**config.mk**
```make
export PLATFORM = sky130hd
export DESIGN_NAME = range_sample_framer
export DESIGN_NICKNAME = d
export VERILOG_FILES = /design/src/rtl/framer_pkg.sv /design/src/rtl/sample_fifo.sv /design/src/rtl/range_sample_framer.sv
export SDC_FILE = /design/constraint.sdc
export NUM_CORES = 1
export LEC_CHECK = 0
export CORE_MARGIN = 10
export CORE_UTILIZATION = 45
export DETAILED_ROUTE_END_ITERATION = 8
export PLACE_DENSITY = 0.65
export SYNTH_ARGS = -nofsm -noshare
export SYNTH_HDL_FRONTEND = slang
export SYNTH_SLANG_ARGS = --single-unit
```
**constraint.sdc**
```tcl
create_clock -name clock -period 5.8 [get_ports clock]
set_clock_uncertainty 0.05 [all_clocks]
set_input_delay 0.58 -clock clock [delete_from_list [all_inputs] [get_ports clock]]
set_output_delay 0.58 -clock clock [all_outputs]
set_load 0.005 [all_outputs]
```
**src/rtl/framer_pkg.sv**
```systemverilog
// Shared types and constants for the range-finder sample framer.
package framer_pkg;

    typedef enum logic [1:0] {
        IDLE,
        STREAM,
        GAP
    } framer_state_t;

    // Shortest frame the range finder accepts; go and finish can never coincide.
    localparam int FRAMER_MIN_LEN = 2;

endpackage

```
**src/rtl/sample_fifo.sv**
```systemverilog
// Show-ahead circular sample buffer with occupancy count; rdata is always the head.
module sample_fifo #(
    parameter  int WIDTH = 10,
    parameter  int DEPTH = 16,
    localparam int LEN_W = $clog2(DEPTH) + 1
) (
    input  logic             clock,
    input  logic             reset_n,
    input  logic             push,
    input  logic             pop,
    input  logic [WIDTH-1:0] wdata,
    output logic [WIDTH-1:0] rdata,
    output logic [LEN_W-1:0] count,
    output logic             full,
    output logic             empty
);

    localparam int PTR_W = $clog2(DEPTH);

    logic [WIDTH-1:0] mem_q [DEPTH];
    logic [PTR_W-1:0] wr_ptr_q, rd_ptr_q;
    logic [LEN_W-1:0] count_q;

    // NOTE: sequential state uses non-blocking (<=) so every register samples pre-edge values.
    always_ff @(posedge clock or negedge reset_n) begin
        if (!reset_n) begin
            wr_ptr_q <= '0;
            rd_ptr_q <= '0;
            count_q  <= '0;
        end else begin
            if (push) wr_ptr_q <= wr_ptr_q + PTR_W'(1);
            if (pop)  rd_ptr_q <= rd_ptr_q + PTR_W'(1);
            case ({push, pop})
                2'b10:   count_q <= count_q + LEN_W'(1);
                2'b01:   count_q <= count_q - LEN_W'(1);
                default: count_q <= count_q;
            endcase
        end
    end

    // NOTE: storage is not reset; clearing the pointers/count already makes it logically empty.
    always_ff @(posedge clock) begin
        if (push) mem_q[wr_ptr_q] <= wdata;
    end

    assign rdata = mem_q[rd_ptr_q];
    assign count = count_q;
    assign full  = (count_q == LEN_W'(DEPTH));
    assign empty = (count_q == '0);

endmodule

```
**src/rtl/range_sample_framer.sv**
```systemverilog
// Buffers a valid/ready sample stream and emits gap-free go/data/finish frames.
// Optional FRAMER_DROP_CNT_EN adds a saturating count of refused-push cycles.
module range_sample_framer
    import framer_pkg::*;
#(
    parameter  int WIDTH = 10,
    parameter  int DEPTH = 16,
    localparam int LEN_W = $clog2(DEPTH) + 1
) (
    input  logic             clock,
    input  logic             reset_n,
    input  logic [WIDTH-1:0] in_data,
    input  logic             in_valid,
    output logic             in_ready,
    input  logic [LEN_W-1:0] frame_len,
    input  logic             enable,
    output logic [WIDTH-1:0] data_out,
    output logic             go,
    output logic             finish,
    output logic             busy,
`ifdef FRAMER_DROP_CNT_EN
    output logic [7:0]       drop_count,
`endif
    output logic             cfg_error
);

    framer_state_t    state_q, state_d;
    logic [LEN_W-1:0] rem_q, rem_d;
    logic [WIDTH-1:0] data_q, data_d;
    logic             go_q, go_d;
    logic             fin_q, fin_d;
    logic             busy_q, busy_d;
    logic             cfg_err_q, cfg_err_d;

    logic             push, pop, pop_req;
    logic [WIDTH-1:0] fifo_rdata;
    logic [LEN_W-1:0] fifo_count;
    logic             fifo_full, fifo_empty;
    logic             len_legal;

    assign in_ready  = !fifo_full;
    assign push      = in_valid && in_ready;
    assign pop       = pop_req && !fifo_empty;
    assign len_legal = (frame_len >= LEN_W'(FRAMER_MIN_LEN)) && (frame_len <= LEN_W'(DEPTH));

    sample_fifo #(.WIDTH(WIDTH), .DEPTH(DEPTH)) u_fifo (
        .clock   (clock),
        .reset_n (reset_n),
        .push    (push),
        .pop     (pop),
        .wdata   (in_data),
        .rdata   (fifo_rdata),
        .count   (fifo_count),
        .full    (fifo_full),
        .empty   (fifo_empty)
    );

    // NOTE: every always_comb output gets a default first, so no path can infer a latch.
    always_comb begin
        state_d   = state_q;
        rem_d     = rem_q;
        data_d    = data_q;
        go_d      = 1'b0;
        fin_d     = 1'b0;
        busy_d    = 1'b0;
        cfg_err_d = cfg_err_q;
        pop_req   = 1'b0;
        case (state_q)
            IDLE: begin
                if (!len_legal) begin
                    cfg_err_d = 1'b1;
                end else if (enable && (fifo_count >= frame_len)) begin
                    pop_req = 1'b1;
                    data_d  = fifo_rdata;
                    go_d    = 1'b1;
                    busy_d  = 1'b1;
                    rem_d   = frame_len - LEN_W'(1);
                    state_d = STREAM;
                end
            end
            STREAM: begin
                // The whole frame was buffered at go, so the head is always valid here.
                pop_req = 1'b1;
                data_d  = fifo_rdata;
                busy_d  = 1'b1;
                rem_d   = rem_q - LEN_W'(1);
                if (rem_q == LEN_W'(1)) begin
                    fin_d   = 1'b1;
                    state_d = GAP;
                end
            end
            GAP:     state_d = IDLE;
            default: state_d = IDLE;
        endcase
    end

    always_ff @(posedge clock or negedge reset_n) begin
        if (!reset_n) begin
            state_q   <= IDLE;
            rem_q     <= '0;
            data_q    <= '0;
            go_q      <= 1'b0;
            fin_q     <= 1'b0;
            busy_q    <= 1'b0;
            cfg_err_q <= 1'b0;
        end else begin
            state_q   <= state_d;
            rem_q     <= rem_d;
            data_q    <= data_d;
            go_q      <= go_d;
            fin_q     <= fin_d;
            busy_q    <= busy_d;
            cfg_err_q <= cfg_err_d;
        end
    end

    assign data_out  = data_q;
    assign go        = go_q;
    assign finish    = fin_q;
    assign busy      = busy_q;
    assign cfg_error = cfg_err_q;

`ifdef FRAMER_DROP_CNT_EN
    logic [7:0] drop_q;

    always_ff @(posedge clock or negedge reset_n) begin
        if (!reset_n) begin
            drop_q <= '0;
        end else if (in_valid && !in_ready && (drop_q != 8'hFF)) begin
            drop_q <= drop_q + 8'd1;
        end
    end

    assign drop_count = drop_q;
`endif

endmodule

```
==> results of run 1 <==
==> worst max-delay path: stages <==
cell	delay, ns
clkdlybuf4s50_1	0.60
inv_1	0.12
ha_1	0.31
nand2_1	0.05
o21ai_0	0.13
a31oi_1	0.19
o21ai_4	0.48
and2_1	0.26
ha_1	0.25
inv_1	0.11
fa_1	0.41
inv_1	0.07
a21o_1	0.10
a21oi_1	0.07
xnor2_1	0.12
nor2_1	0.11
xor2_1	0.15
==> metal layers <==
layer / part of all wire, % / track usage, % / vias to the layer above
met3: 5.1 / 3.076 / 13
met1: 45 / 16.50 / 1996
met2: 49 / 20.52 / 78
met4: 1.0 / 5.540 / 0
li1: - / - / 1786
met5: 0 / 0 / -
==> area by class of cell <==
cell class / count / area [um^2]
multi-input cells: 204 / 2101
well taps: 225 / 281.5
fillers: 1349 / 8173
inverters: 18 / 67.56
clock inverters: 15 / 176.4
repair buffers: 37 / 355.3
clock buffers: 17 / 425.4
flip-flops and latches: 194 / 5657
==> logic make-up (layout without fill, tap and decap cells) <==
| group | after synthesis | in the layout | share of synthesized area (%) |
|---|---|---|---|
| buf+inv | 37 | 87 | 1.932 |
| mux | 51 | 51 | 12.97 |
| compound gates | 48 | 48 | 4.356 |
| flops | 194 | 194 | 71.60 |
| simple gates | 73 | 73 | 4.594 |
| xor+xnor | 13 | 13 | 1.441 |
| fa+ha+maj | 19 | 19 | 3.105 |
==> worst paths after layout <==
kind                                 startpoint                  to  cells past startpoint
worst max-delay path               frame_len[2]     u_fifo.count[4]                     17
max in group asynchronous               reset_n  u_fifo.rd_ptr_q[0]                      1
worst min-delay path                    reset_n         data_out[0]                      1
min in group clock                    cfg_error           cfg_error                      2
worst max register to register  u_fifo.count[0]     u_fifo.count[4]                     16
worst min register to register        cfg_error           cfg_error                      2
==> per-stage QoR <==
stage | worst slack (ns) | utilization [%] | cell area, um^2 | power, mW | hold WS, ns
after global placement | 1.710 | 49.09 | 8462 | 3.269 | 0.4071
after CTS | 2.006 | 52.58 | 9064 | 4.468 | 0.1753
after global routing | 1.663 | 52.58 | 9064 | 4.667 | 0.2169
final | 1.983 | 52.58 | 9064 | 4.414 | 0.1610
after detailed placement | 1.554 | 49.09 | 8462 | 3.311 | 0.4077
after floorplan | 2.602 | - | 7899 | 2.883 | 0.2344
==> sequential cells by signal, summed over array words and instances (netlist names) <==
signal	count
u_fifo.mem_q	160
data_out	10
rem_q	5
u_fifo.count	5
u_fifo.rd_ptr_q	4
u_fifo.wr_ptr_q	4
state_q	2
busy	1
cfg_error	1
finish	1
go	1
==> placed cells by master (no fill, tap or decap), drive strengths merged, types with 4 or more instances in the layout <==
master	n
nand2	23
nand2b	5
xor2	6
and3	4
clkbuf	17
clkdlybuf4s50	32
ha	18
nand3	5
mux2	11
xnor2	7
nor3	6
a21oi	6
a22oi	20
buf	5
nor2b	5
nor2	16
inv	22
o21ai	9
mux4	40
clkinv	8
dfrtp	34
edfxtp	160
==> cell usage after synthesis (all sizes together), types with 2 or more instances <==
cell,number
nor2b,5
xnor2,7
xor2,6
nand2,23
nand2b,5
ha,18
nor4,2
o221ai,2
a21oi,6
inv,18
mux2,11
nand3,5
a311oi,2
nand4,2
nor2,16
a22oi,20
dfrtp,34
and3,4
and2,3
a21o,3
o21ai,9
a31oi,3
mux4,40
edfxtp,160
nor3,6
buf,10
clkbuf,9
==> power by group through the flow <==
stage,registers [mW],logic [mW],clock network (mW)
floorplan,1.85,1.03,0
global placement,1.93,1.34,0
detailed placement,1.94,1.37,0
finish,1.91,1.35,1.16
CTS,1.91,1.38,1.18
global route,1.94,1.50,1.23
==> run summary, run 1 <==
The net count of the finished layout is 510. Pin placement for this block handled 34 I/O pins. The number of nets handed over by synthesis was 473.

The run finished with clean final reports. The count of final setup violators is 0. Summed over all layers, the routed wires come to 14520 um. The count of nets left with antenna violations once routing finished came out at 0. The number of clock buffers inserted by TritonCTS was 17. Final count of pins violating max slew: 0. The total routing usage reported by global routing was 12.87%. In this run the register-to-register setup slack is 2.36 ns. The flip-flop and latch count after synthesis works out to 194. After technology mapping, the gate count stands at 435.

The power per unit of standard cell area is 487.0 nW/um^2, and the data arrival at the endpoint of the critical path is 4.13 ns. The initial utilization of the core area, before any placement, comes to 45.83%. The run gives 0 as the diode insertion count for antenna repair. After legalization and detailed placement, the total HPWL measured 9408 um. The floorplan row count is 48, and the sequential element share of the synthesized area is 71.60%. TritonCTS built the clock tree.

The analysis attributes to cell leakage a power of 3.141 nW. The prevailing post-synth register cell was edfxtp_1. The worst path in the final design needs a cycle of 3.817 ns, including I/O delays and setup.

For this run, design rule violations remaining after detail routing come to 0. The required time of the worst setup path was 6.11 ns. The logs give 7899 um^2 for the synthesized cell area and 4 for the H-tree depth. The final global-route overflow total is 0, and the maximum achievable frequency is 0.2620 GHz. The number of endpoints with negative hold slack in the final report is 0, and the number of antenna violations at the first check in global routing is 0. The tools report the headroom to the max-slew limit as 25.37%. Dividing the detail-routed via count by the number of cells gives 5.455. The tree is rooted in a clkbuf_16.

The core region is 17240 um^2. The cell total after placement is 678. Post-CTS repair changed the size of 0 cells. For the worst-skew pair, the clock arrives at the later sink with an insertion delay of 0.44 ns. During synthesis, Yosys emitted a total of 0 warnings.

The share of the synthesized area in the top cell type is 60.83%. Combinational logic is responsible for 30.5% of the overall power. The run gives 4179 as the number of global-route vias before repair. STA classifies the critical path endpoint as a flop.

The total of max-cap violations was 0; the maximum root-to-sink buffer count was 2. The analysis attributes to net switching a power of 1.392 mW. Net switching is 31.54% of the power.

The startpoint class of the critical path was a primary input. The routed length per placed instance is 20.45 um, and the sequential share of power is 43.2%. The maximum number of pins on one net before global-route repair is 43. The die outline area was 23250 um^2. The first global-routing pass estimated 23230 um of wire.

In this run, synthesis inferred 160 flip-flops with an integrated enable. The pin slew with the least headroom to its limit works out to 1.115 ns. The die span in x is 152.5 um.

Setup repair after global routing left no endpoint under its margin. Yosys mapped the design onto 39 distinct sky130hd cell types. Number of setup buffers added after CTS: 0. The detailed-route via count came out at 3873. In the finished design, the share of the clock period the worst path needs comes to 65.82%. edfxtp_1 takes more of the synthesized area than any other cell. Routability-driven placement finished with a final weighted congestion of 0.7848. In this run the worst hold path is classified as in -> async.

The internal power of the cells totals 3.022 mW. The share of flip-flops with an asynchronous set or reset after synthesis is 17.53%. Along the worst path, the maximum fanout reaches 16.

The first detailed-routing pass ran for 4 iterations. The highest ir drop seen on vdd was 0.2326 mV. Of the cells placed in the final design, the portion with a size suffix greater than 1 is 19.79%. The synthesis-to-finish area growth works out to 14.75%.

The number of DRC violations after detailed-routing iteration 0 is 241, and the synthesized area per cell is 18.16 um^2. From bottom edge to top edge, the die measures 152.5 um. Counting every sink on the clock net gives 194.

Per report_power, the clock group accounts for 26.3% of the total. By area the synthesized netlist is led by edfxtp_1 (61%), mux4_2 (11%), dfrtp_1 (11%), ha_1 (2.9%), a22oi_1 (1.9%). The number of hold buffers added after CTS was 0; the number of input and output port buffers inserted was 33.

Critical setup path kind: in -> reg. Leaving out filler cells and counting taps, the final layout contains 710. After clock tree synthesis, the clock-pin slew on the worst setup and hold paths is 0.07 ns. Final setup TNS: 0 ns.
(Power assumes the default switching activity.)
==> run 2: changes to the inputs <==
Settings changed: PLACE_DENSITY 0.65 to 0.68.
Clock period 5.8 ns to 3.1 ns, I/O delays scaled along.
==> run 2 against run 1 <==
Against the previous run:
- sequential cell count is the same
- routed wire length grew 2.3%
- hold slack gained 0.084 ns
==> run summary, run 2 (synthesis gave the netlist of run 1 again) <==
The number of iterations in the first detailed-routing pass is 4 (unchanged), and the headroom to the max-slew limit is 23.88% (-1.5 points). The worst register-to-register path begins at u_fifo.count[0]. Number of flip-flops under the largest register name: 160 (unchanged). For the die outline area, the log shows 23250 um^2 (unchanged). Longest individual stage delay on the worst path: 0.47 ns (-0.13 ns). Total wire length: 14850 um (+2.3%). Total number of nets in the final design: 540 (+5.9%). For the met3 demand-to-capacity share in global routing, the log shows 4.177% (+1.1 points). The pin slew with the least headroom to its limit is 1.138 ns (+0.02234 ns), and the placed wire-length estimate is 9677 um (+2.9%). The area of all placed cells without fillers was 9318 um^2 (+2.8%). The highest ir drop seen on vdd is 0.4330 mV (+86%). The setup slack at placement is -0.3788 ns (-1.932 ns). The total of max-cap violations is 0 (unchanged).

STA classifies the critical path endpoint as a flop. In the finished design, the share of the clock period the worst path needs comes to 94.77%. Broken down by cell family, the worst path's largest delay share belongs to compound AO/OA/AOI/OAI gates.

Core area: 17240 um^2 (unchanged). The smallest clock period supported by the final layout is computed as 2.938 ns. Diode insertion count for antenna repair: 0 (unchanged).

Clock-pin transition on the worst setup and hold timing paths: 0.07 ns (about the same). The root buffer cell chosen for the clock tree is clkbuf_16. The via-per-instance ratio came out at 5.472 (+0.31%). The final global-route overflow total was 0 (unchanged); the die span in x was 152.5 um (unchanged). The worst setup margin is 0.1622 ns (-1.820 ns), and the H-tree depth is 4 (unchanged). Relative to the synthesized area, the layout overhead comes to 17.96%. The run gives 707 (+4.3%) as the cell total after placement. The fraction of final layout cells with drive strength greater than 1 was 23.69% (+3.9 points). Leaving out fill and tap cells, the most frequent cell in the layout is edfxtp_1. The number of sinks handled by clock tree synthesis is 194 (unchanged), and the final standard cell utilization of the core is 54.06% (+1.5 points).

For the final count of pins violating max slew, the log shows 0 (unchanged). Tracing the worst setup path back leads to its startpoint at frame_len[3]. The run gives 20.42% (-0.10 points) as the met2 track utilization from global routing. For the static leakage, the log shows 3.321 nW (+5.7%). The logs give 0 (unchanged) for the number of antenna violations at the first check in global routing and 4049 (+4.5%) for the detailed-route via count.

The critical path goes through clkdlybuf4s50_1, nor4_4, nand2_1, a2111o_1, o21ai_4, and2_1, ha_1, inv_1, fa_1, inv_1, a21o_1, a21oi_1, xnor2_1, nor2_1, xor2_1. The clock latency of the later-clocked register in the worst-skew pair was 0.43 ns (about the same). Number of hold buffers added after CTS: 0 (unchanged). The vertical die dimension was 152.5 um (unchanged). For the final non-filler cell total, the log shows 740 (+4.2%). The flow ran to the end, and the final reports show no timing, DRC or antenna violations.

The power per unit of standard cell area is 908.1 nW/um^2 (+86%). In the layout the commonest cells are edfxtp_1 (160), mux4_2 (40), dfrtp_1 (32), buf_4 (32), clkdlybuf4s50_1 (30). The run gives 0 (unchanged) as the number of endpoints with negative hold slack in the final report. Number of global-route vias before repair: 4170 (-0.22%). Setup repair after global routing left no endpoint under its margin.

The tools report the number of top-level pins as 34 (unchanged). Based on the critical path, the design can be clocked at up to 0.3404 GHz. The logs give 45.83% (unchanged) for the initial cell density of the core and 17.02% (+0.52 points) for the met1 track demand over resource in global routing. Startpoint class of the critical path: a primary input. Required time of the worst setup path: 3.41 ns (-2.70 ns). The run gives 0 (unchanged) as the count of unresolved DRC violations after routing. The routed length per placed instance is 20.07 um (-1.9%). For the maximum root-to-sink buffer count, the log shows 2 (unchanged). The register bank with the most flops is u_fifo.mem_q. The run gives 3.25 ns (-0.88 ns) as the data arrival at the endpoint of the critical path. The run gives 0 (unchanged) as the number of nets still failing antenna checks after routing. The cell with the most instances on the worst path is inv_1. The buffer and inverter count on the worst path came out at 3 (-1). The run gives 8700 um^2 (+2.8%) as the post-place instance area.

The final weighted congestion in routability-driven placement is 0.8216 (+4.7%), and the floorplan row count is 48 (unchanged). The highest fanout seen on the critical path works out to 3 (-13). The cell at the slowest stage of the critical path was clkdlybuf4s50_1.

Number of clock buffers inserted by TritonCTS: 17 (unchanged). TritonCTS built the clock tree. In this run the worst hold path is classified as in -> async.

The maximum number of pins on one net before global-route repair was 43 (unchanged). The logs give 272 (+13%) for the number of DRC violations after detailed-routing iteration 0 and 0 (unchanged) for the count of final setup violators. The setup path with the least slack is of type in -> reg.

The tools report the number of fill cells as 1278 (-5.3%). The number of input and output port buffers inserted was 33 (unchanged); the final setup TNS was 0 ns (unchanged). Most utilized layer in the global route result: met2. Wire length of the first global-routing pass: 23450 um (+0.95%). The total routing usage reported by global routing was 13.01% (+0.14 points).
==> run 2: metrics by stage <==
stage / hold WS [ns] / power (mW)
CTS: 0.2493 / 8.524
global route: 0.2843 / 8.948
floorplan: -0.03559 / 5.394
detailed placement: 0.4256 / 6.362
finish: 0.2449 / 8.462
global placement: 0.4102 / 6.270
==> run 2: cell type report <==
class	instances	area (um^2)	share of cell area [%]
inverters	18	67.56	0.7251
repair buffers	67	618.1	6.634
clock buffers	19	432.9	4.646
well taps	225	281.5	3.021
multi-input cells	204	2105	22.59
clock inverters	13	155.1	1.665
flip-flops and latches	194	5658	60.72
==> run 2: report_power, final <==
| part | internal, mW | switching [mW] | total, mW |
|---|---|---|---|
| sequential | 3.26 | 0.272 | 3.53 |
| combinational | 1.42 | 1.34 | 2.76 |
| clock | 1.21 | 0.966 | 2.17 |
| total | 5.88 | 2.58 | 8.46 |
==> run 2: repair_timing <==
item / in CTS / in global routing
endpoints found under the setup margin: 0 / 2
buffers inserted: 0 / 1
resized for setup: 0 / 7
==> run 2: metal layers <==
metal,share of wire [%],up-vias
li1,-,1848
met4,0.92,0
met5,0,-
met2,48,104
met1,45,2088
met3,5.5,9
==> run 2: final timing paths <==
check                           slack (ns)                  to  cells past startpoint
min in group clock                    0.28            rem_q[0]                      2
worst max-delay path                  0.16     u_fifo.count[4]                     15
worst min register to register        0.43           cfg_error                      2
worst max register to register        0.24     u_fifo.count[4]                     16
worst min-delay path                  0.24         data_out[1]                      2
max in group asynchronous             2.42  u_fifo.rd_ptr_q[0]                      2
==> run 3: changes to the inputs <==
Settings changed: RECOVER_POWER set to 50, SLEW_MARGIN set to 20.
==> run 3 against run 2 <==
Against the previous run:
- the flow now finishes with violations (capacitance limit, slew limit)
- maximum frequency rose by 0.14%
- routed wire length rose by 0.32%
- critical path depth did not move
- die area did not move
- count of clock-buffer cells in the layout did not move
- utilization fell by 0.051 points
- register-to-register slack barely moved
- combinational power barely moved
- setup slack improved by 0.0041 ns
- largest cell class unchanged
==> run summary, run 3 (synthesis gave the netlist of run 1 again) <==
The run finished, with violations left. The final reports fail on capacitance limit, slew limit. The final standard cell utilization of the core is 54.01% (about the same). The switching power share of the total came out at 30.54% (+0.061 points). The run gives 275 (+1.1%) as the number of DRC violations after detailed-routing iteration 0. The portion of total power attributed to combinational logic was 32.5% (about the same); the worst reg-to-reg setup slack was 0.24 ns (about the same). The tools report the H-tree depth as 4 (unchanged).

The data arrival at the endpoint of the critical path was 3.24 ns (about the same); the sequential share of power was 41.8% (about the same). The tools report the total of max-cap violations as 1 (+1). The synthesis-to-finish area growth is 17.85% (about the same), and the number of input and output port buffers inserted is 33 (unchanged). The tools report the total internal power as 5.874 mW (-0.15%). Startpoint class of the critical path: a primary input. The initial cell density of the core is 45.83% (unchanged).

The final count of pins violating max slew was 35 (+35); the smallest hold slack was 0.2842 ns (+0.03923 ns). The routed length per placed instance was 20.13 um (+0.32%). The tools report the number of global-route vias before repair as 4170 (unchanged).

The maximum number of pins on one net before global-route repair was 43 (unchanged); the final non-filler cell total was 740 (unchanged). The die span in x was 152.5 um (unchanged); the number of endpoints with negative hold slack in the final report was 0 (unchanged). The run gives 25.7% (about the same) as the clock share of power. The most common cell after layout, fill and taps aside is edfxtp_1. Clock latency of the later-clocked register in the worst-skew pair: 0.43 ns (about the same). The tools report the static leakage as 3.323 nW (about the same). TritonCTS built the clock tree. The via-per-instance ratio is 5.442 (-0.54%).

The run gives 0.8216 (unchanged) as the final weighted congestion in routability-driven placement. The power per unit of standard cell area came out at 908.4 nW/um^2 (about the same). The worst setup path is of the in -> reg kind. The register bank with the most flops was u_fifo.mem_q. The count of final setup violators was 0 (unchanged).

The logs give 2.583 mW (+0.14%) for the switching power summed over all nets and 23250 um^2 (unchanged) for the die outline area. The fraction of final layout cells with drive strength greater than 1 is 23.50% (-0.19 points), and the total routing usage reported by global routing is 13.01% (unchanged). The logs give 2 (unchanged) for the maximum root-to-sink buffer count and 17 (unchanged) for the number of clock buffers inserted by TritonCTS.

The number of cells traversed by the worst hold path was 2; the number of flip-flops under the largest register name was 160 (unchanged). Number of sinks handled by clock tree synthesis: 194 (unchanged). The count of unresolved DRC violations after routing was 0 (unchanged). The path class of the tightest hold or removal check is in -> reg. The tools report the required time of the worst setup path as 3.41 ns (about the same). The vertical die dimension is 152.5 um (unchanged). In the layout the commonest cells are edfxtp_1 (160), mux4_2 (40), dfrtp_1 (32). The root buffer cell was clkbuf_16.

Total power after layout: 8.456 mW (about the same). In this run the most critical hold path is launched from frame_len[0]. Part of the cycle the worst path needs: 94.64% (-0.13 points). The tools report the element type at the critical path end as a flop. The final setup TNS was 0 ns (unchanged). Setup repair after global routing left no endpoint under its margin. The headroom to the max-slew limit came out at -23.09% (-47 points).

The number of hold buffers added after CTS is 0 (unchanged), and the cell total after placement is 707 (unchanged). The logs give 17240 um^2 (unchanged) for the core area and 5 (+1) for the number of iterations in the first detailed-routing pass. The highest ir drop seen on vdd was 0.4327 mV (about the same); the total number of nets in the final design was 540 (unchanged).

Detailed-route via count: 4027 (-0.54%). The post-route minimum period works out to 2.934 ns (-0.004079 ns). The pin slew with the least headroom to its limit works out to 1.846 ns (+0.7086 ns). The clock-pin transition on the worst setup and hold timing paths came out at 0.07 ns (about the same). The endpoint identified for the worst register-to-register timing path is u_fifo.count[4].

The run gives 23450 um (unchanged) as the wire length of the first global-routing pass. In this run the critical register-to-register path is launched from u_fifo.count[0]. For the number of top-level pins, the log shows 34 (unchanged). For the total wire length, the log shows 14900 um (+0.32%). End point of the most critical hold path: rem_q[0]. The final global-route overflow total was 0 (unchanged); the number of nets still failing antenna checks after routing was 0 (unchanged).

The highest fanout seen on the critical path works out to 3 (unchanged). The run gives 0 (unchanged) as the number of antenna violations at the first check in global routing. The worst reg-to-reg path cell count came out at 16 (unchanged). Floorplan row count: 48 (unchanged). The run gives 0.3409 GHz (+0.14%) as the maximum achievable frequency. The placed wire-length estimate is 9677 um (unchanged), and the diode insertion count for antenna repair is 0 (unchanged).
run 3: cell count changes in the layout (fill, tap and decap cells not counted):
cell / previous run / this run
buf_4: 32 / 31
clkbuf_1: 2 / 3
clkdlybuf4s50_1: 30 / 15
dlygate4sd3_1: 0 / 15
nor2_1: 16 / 15
nor2_2: 0 / 1
o41ai_1: 0 / 1
o41ai_2: 1 / 0
run 3: critical path, stage by stage:
cell and delay (ns):
clkdlybuf4s50_1 0.47, nor4_4 0.31, nand2_1 0.12, a2111o_1 0.42, o21ai_4 0.14, and2_1 0.16, ha_1 0.20, inv_1 0.08
fa_1 0.40, inv_1 0.07, a21o_1 0.10, a21oi_1 0.07, xnor2_1 0.12, nor2_1 0.11, xor2_1 0.15
run 3: worst max path at each step:
stage / from / end / cells past startpoint
4_1_cts: frame_len[2] / u_fifo.count[3] / 15
3_5_place_dp: frame_len[2] / u_fifo.count[4] / 15
3_3_place_gp: frame_len[2] / u_fifo.count[4] / 17
5_1_grt: frame_len[3] / u_fifo.count[4] / 15
6_report: frame_len[3] / u_fifo.count[4] / 15
2_1_floorplan: frame_len[2] / u_fifo.count[4] / 14
run 3: area by class of cell:
cell class	instances	area [um^2]
Sequential cell	194	5658
Timing Repair Buffer	67	614.3
Inverter	18	67.56
Multi-Input combinational cell	204	2100
Fill cell	1279	7928
Clock buffer	19	432.9
Tap cell	225	281.5
Clock inverter	13	155.1
run 3: timing repair:
| action | 4_1_cts | 5_1_grt |
|---|---|---|
| gates resized for setup | 0 | 7 |
| endpoints found under the setup margin | 0 | 2 |
| endpoints found under the hold margin | 0 | 0 |
| buffers inserted | 0 | 1 |
run 3: metal layers:
metal | up-vias | part of all wire (%) | GRT usage (%)
met2 | 98 | 49 | 20.42
met4 | 0 | 0.77 | 3.769
met3 | 8 | 5.6 | 4.177
met1 | 2077 | 45 | 17.02
met5 | - | 0 | 0
li1 | 1844 | - | -
run 3: power groups by stage:
stage	Sequential (mW)	Clock, mW	Combinational (mW)
after floorplan	3.46	0	1.93
after global placement	3.56	0	2.71
after detailed placement	3.59	0	2.77
after CTS	3.53	2.21	2.78
after global routing	3.58	2.32	3.04
final	3.53	2.17	2.75
run 3: stage by stage:
stage	instance area (um^2)	setup slack (ns)
after floorplan	7899	0.1724
after global placement	8700	-0.2608
after detailed placement	8700	-0.3788
after CTS	9288	0.05922
after global routing	9309	0.02698
final	9309	0.1662
